[config.mk]
export PLATFORM = sky130hd
export DESIGN_NAME = data_memory
export DESIGN_NICKNAME = d
export VERILOG_FILES = /design/src/rtl/data_memory_pkg.sv /design/src/rtl/data_memory.sv
export SDC_FILE = /design/constraint.sdc
export NUM_CORES = 1
export LEC_CHECK = 0
export CORE_ASPECT_RATIO = 0.9
export CORE_MARGIN = 2
export CORE_UTILIZATION = 50
export DETAILED_ROUTE_END_ITERATION = 8
export PLACE_DENSITY_LB_ADDON = 0.25
export SLEW_MARGIN = 20
export SYNTH_ARGS = -nofsm -noshare
export SYNTH_HDL_FRONTEND = slang
export SYNTH_SLANG_ARGS = --single-unit
[constraint.sdc]
create_clock -name clk -period 6.9 [get_ports clk]
set_input_delay 1.38 -clock clk [delete_from_list [all_inputs] [get_ports clk]]
set_output_delay 1.38 -clock clk [all_outputs]
set_load 0.05 [all_outputs]
[src/rtl/data_memory_pkg.sv]
// Shared definitions for the byte-addressed data memory: access-size encodings
// and the fixed data-port width.
package data_memory_pkg;

    localparam int DMEM_DATA_W = 32;
    localparam int DMEM_LANES  = DMEM_DATA_W / 8;

    typedef enum logic [1:0] {
        RW_WORD    = 2'b00,
        RW_HALF    = 2'b01,
        RW_BYTE    = 2'b10,
        RW_INVALID = 2'b11
    } rw_mode_e;

endpackage : data_memory_pkg

[src/rtl/data_memory.sv]
// Little-endian byte-array data memory with word/halfword/byte access,
// combinational reads, clocked writes, and an immediate asynchronous clear.
module data_memory
    import data_memory_pkg::*;
#(
    parameter int DMEM_DATA_WIDTH = DMEM_DATA_W,
    parameter int DMEM_ADDR_WIDTH = 4
) (
    input  logic                       clk,
    input  logic                       rst,
    input  logic                       wr_en,
    input  logic [1:0]                 rw_mode,
    input  logic [DMEM_ADDR_WIDTH-1:0] addr,
    input  logic [DMEM_DATA_WIDTH-1:0] w_data,
    output logic [DMEM_DATA_WIDTH-1:0] r_data
);

    localparam int DEPTH = 1 << DMEM_ADDR_WIDTH;

    logic [7:0]                 mem [DEPTH];
    logic [2:0]                 n_bytes;
    logic                       aligned;
    logic [DMEM_ADDR_WIDTH:0]   last_addr;
    logic                       valid;
    logic [DMEM_LANES-1:0]      lane_en;
    logic [DMEM_ADDR_WIDTH-1:0] lane_addr [DMEM_LANES];

    // Access decode: size, alignment, capacity check and per-lane enables.
    always_comb begin
        // NOTE: every always_comb output gets a default first so no path can infer a latch.
        n_bytes = 3'd0;
        aligned = 1'b0;
        case (rw_mode_e'(rw_mode))
            RW_WORD: begin
                n_bytes = 3'd4;
                aligned = (addr[1:0] == 2'b00);
            end
            RW_HALF: begin
                n_bytes = 3'd2;
                aligned = ~addr[0];
            end
            RW_BYTE: begin
                n_bytes = 3'd1;
                aligned = 1'b1;
            end
            default: begin
                n_bytes = 3'd0;
                aligned = 1'b0;
            end
        endcase

        // The extra top bit of last_addr flags an access running past the end.
        last_addr = {1'b0, addr} + (DMEM_ADDR_WIDTH+1)'(n_bytes) - (DMEM_ADDR_WIDTH+1)'(1);
        valid     = (n_bytes != 3'd0) && aligned && ~last_addr[DMEM_ADDR_WIDTH];

        lane_en = '0;
        for (int i = 0; i < DMEM_LANES; i++) begin
            lane_addr[i] = addr + DMEM_ADDR_WIDTH'(i);
            if (valid && (3'(i) < n_bytes))
                lane_en[i] = 1'b1;
        end
    end

    // Zero-latency read; disabled lanes stay zero, which gives zero-extension.
    always_comb begin
        r_data = '0;
        for (int i = 0; i < DMEM_LANES; i++) begin
            if (lane_en[i] && !rst)
                r_data[8*i +: 8] = mem[lane_addr[i]];
        end
    end

    // NOTE: the storage array is reset asynchronously because contents must clear
    // the moment rst rises; this deliberately builds it from flops, not a RAM macro.
    always_ff @(posedge clk or posedge rst) begin
        if (rst) begin
            for (int j = 0; j < DEPTH; j++)
                mem[j] <= 8'h00;
        end else if (wr_en) begin
            for (int i = 0; i < DMEM_LANES; i++) begin
                if (lane_en[i])
                    mem[lane_addr[i]] <= w_data[8*i +: 8];
            end
        end
    end

endmodule : data_memory

==> results.md <==
- Status: finished clean
- Gates resized, CTS repair: 0
- Worst hold slack: 0.667 ns
- Synth area leaders: mux4_2, dfrtp_1, mux2i_1
- First-pass GRT wire length: 102 mm
- Die area: 31100 µm²
- Largest net degree at the start of global routing: 120
- Die height: 167 µm
- Worst Setup Start Kind: input pin
- Power Density: 226 nW/µm²
- Number of placed I/O pins: 73
- Flops & latches, synth: 128
- Synthesized area: 14800 µm²
- Reg-to-reg slack, setup: 5.57 ns
- Root buf cell: clkbuf_16
- Max-cap violations: 0
- Final global-route overflow total: 0
- Antenna violations before repair: 2
- Top Registers: mem x128
- Tot Pwr: 3.81 mW
- Lkg Pwr: 5.35 nW
- Relative slew slack: 15.0%
- Switch share: 40.1%
- Crit path from: rw_mode[1]
- Placed cells: 1849
- P_sw: 1.53 mW
- Highest clock rate: 156 MHz
- Routed vias: 15864
- CTS tree: yes
- Synth Area per Inst: 10.0 µm²
- P&R area growth vs syn: 13.6%
- Cell taking the most area after synthesis: mux4_2
- Register area share after synthesis: 21.6%
- Clk pwr share: 26.8%
- CTS Buf Count: 17
- Share of cells above drive strength 1: 28.6%
- Crit path max fanout: 16
- Total track usage: 45.4%
- Critical path type: input pin to output pin
- Arrival time worst endpoint: 5.02 ns
- Initial core utilization: 51.0%
- Vias in the first global route: 14805
- Post-DP HPWL: 49.9 mm
- DRT Wirelength: 70.5 mm
- Total Negative Setup Slacks: 0 ns
- Routed len/inst: 37.5 µm
- Die Span X: 186 µm
- Required @ worst endpoint: 5.52 ns
- Sink Count: 128
- Net Count, Synth: 1535
- IR drop worst, VDD: 193 µV
- Clock Path Buffers: 2
- DRC Markers: 0
- Layout Nets: 1524
- Reg clk slew, reported paths: 0.08 ns
- R2r endpoint: mem[59]
- # hold bufs at CTS: 0
- Post-Place Setup Slack: 0.589 ns
- Number of synthesized flops with an enable pin: 0
- Final setup fails: 0
- Worst skew pair latency: 0.44 ns
- Drt first pass iters: 6
- Final Max Slew Viols: 0
- Row count: 59
- Largest register by flop count: mem
- Synth unique cells: 83
- HP Class: flip-flop to flip-flop
- Via density: 8.43
- Dominant synthesized flop cell: dfrtp_1
- Fill count: 2490
- Largest register FFs: 128
- Setup crit end: r_data[25]
- Crit share post-route: 92.7%
- Ys Warns: 0
- PortBufs: 72
- H-tree levels: 4
- R2r startpoint: mem[59]
- Worst Setup End Kind: output pin
- Postcts setup bufs: 0
- RD Place Congestion: 1.07
- DRT antenna net count: 0
- Hold Crit Start: mem[64]
- Slew @ Worst Pin: 1.27 ns
- Final critical-path required period: 6.40 ns
- Worst reg2reg path depth: 3
- Final hold vios: 0
- Combinational share of power: 40.7%
- Synth Instances: 1483
- Initial DRC Count: 3045
- Synth top area share: 23.4%
- Core Region: 29100 µm²
- RSZ-0062 raised after global routing: false
- # diodes: 0
- Asr flop ratio synth: 100%
- Worst-case clock skew: 0 ns
- Internal power: 2.28 mW
- Flop pwr share: 32.5%
- Layout Cells excl Fill: 1881
- Final worst-path setup slack: 0.502 ns
==> critical path: stages <==
cell and delay [ns]:
clkdlybuf4s50_1 0.49, buf_4 0.24, nand2b_1 0.14, ha_1 0.14
inv_1 0.04, ha_1 0.27, and2b_1 0.23, o2111ai_2 0.24
o211ai_2 0.19, or3_1 0.63, or3_4 0.53, a311oi_2 0.29
buf_12 0.18
==> layer usage <==
layer	track usage, %	vias to the layer above	part of all wire (%)
li1	-	6081	-
met1	60.9	7647	34
met2	62.9	1782	41
met3	18.3	352	18
met4	23.7	2	6.6
met5	0	-	0.018
==> Yosys cell counts, types with 4 or more instances <==
cell,instances
nand3_1,45
a221oi_1,8
o211ai_1,30
nand4_1,25
o21ai_1,9
nor2b_1,54
o2111ai_1,6
a31oi_1,69
or2_2,5
inv_1,17
xnor2_1,4
a211oi_2,5
o22ai_1,25
o32a_1,8
and3_1,12
nand2b_1,12
or4b_2,7
o32ai_1,24
ha_1,11
nor3_1,64
o221ai_1,33
a21o_1,7
buf_4,8
a211o_1,27
a211oi_1,7
mux2i_1,92
buf_1,22
mux4_2,154
clkbuf_1,85
mux2_2,57
nor2_1,74
o21ai_0,44
or3_1,17
a21oi_1,117
nand2_1,34
buf_2,34
o221a_2,31
dfrtp_1,128
==> final cells by class <==
class	instances	area (µm²)	share of cell area [%]
clock inverters	13	188	1.11
flip-flops and latches	128	3200	19.0
clock buffers	19	433	2.57
repair buffers	121	1420	8.40
multi-input cells	1186	11100	65.6
inverters	18	72.6	0.430
well taps	396	495	2.94
==> how the worst min path moves through the flow <==
stage                     to  slack [ns]  cells past startpoint
global placement     mem[64]        0.62                      2
detailed placement  mem[114]        0.64                      2
global route         mem[20]        0.70                      2
floorplan           mem[119]        0.56                      2
finish               mem[64]        0.67                      2
CTS                  mem[64]        0.66                      2
==> placed cells by master, fill, tap and decap left out, types with 34 or more instances in the layout <==
master	count
mux4_2	154
a31oi_1	69
nand2_1	34
nor3_1	64
o21ai_0	43
mux2i_1	92
mux2_2	57
clkdlybuf4s50_1	36
nor2_1	74
nand3_1	44
nor2b_1	54
a21oi_1	117
dfrtp_1	128
buf_4	49
==> logic make-up after synthesis <==
kind of cell / share of synthesized area, %
compound gates: 23.8
xor+xnor: 0.523
fa+ha+maj: 0.927
buf+inv: 4.82
flops: 21.6
mux: 33.9
simple gates: 14.5
==> power by group through the flow <==
stage / clock [mW] / combinational, mW / sequential (mW)
floorplan: 0 / 1.09 / 1.06
global placement: 0 / 1.47 / 1.20
detailed placement: 0 / 1.49 / 1.21
CTS: 1.01 / 1.49 / 1.20
global route: 1.05 / 1.60 / 1.24
finish: 1.02 / 1.55 / 1.24
==> through the flow <==
| step | instance area, µm² | util [%] |
|---|---|---|
| floorplan | 14900 | - |
| global placement | 16200 | 55.7 |
| detailed placement | 16200 | 55.8 |
| CTS | 16800 | 57.9 |
| global route | 16900 | 58.0 |
| finish | 16900 | 58.0 |
Note: power is estimated with default switching activity, not from simulation.
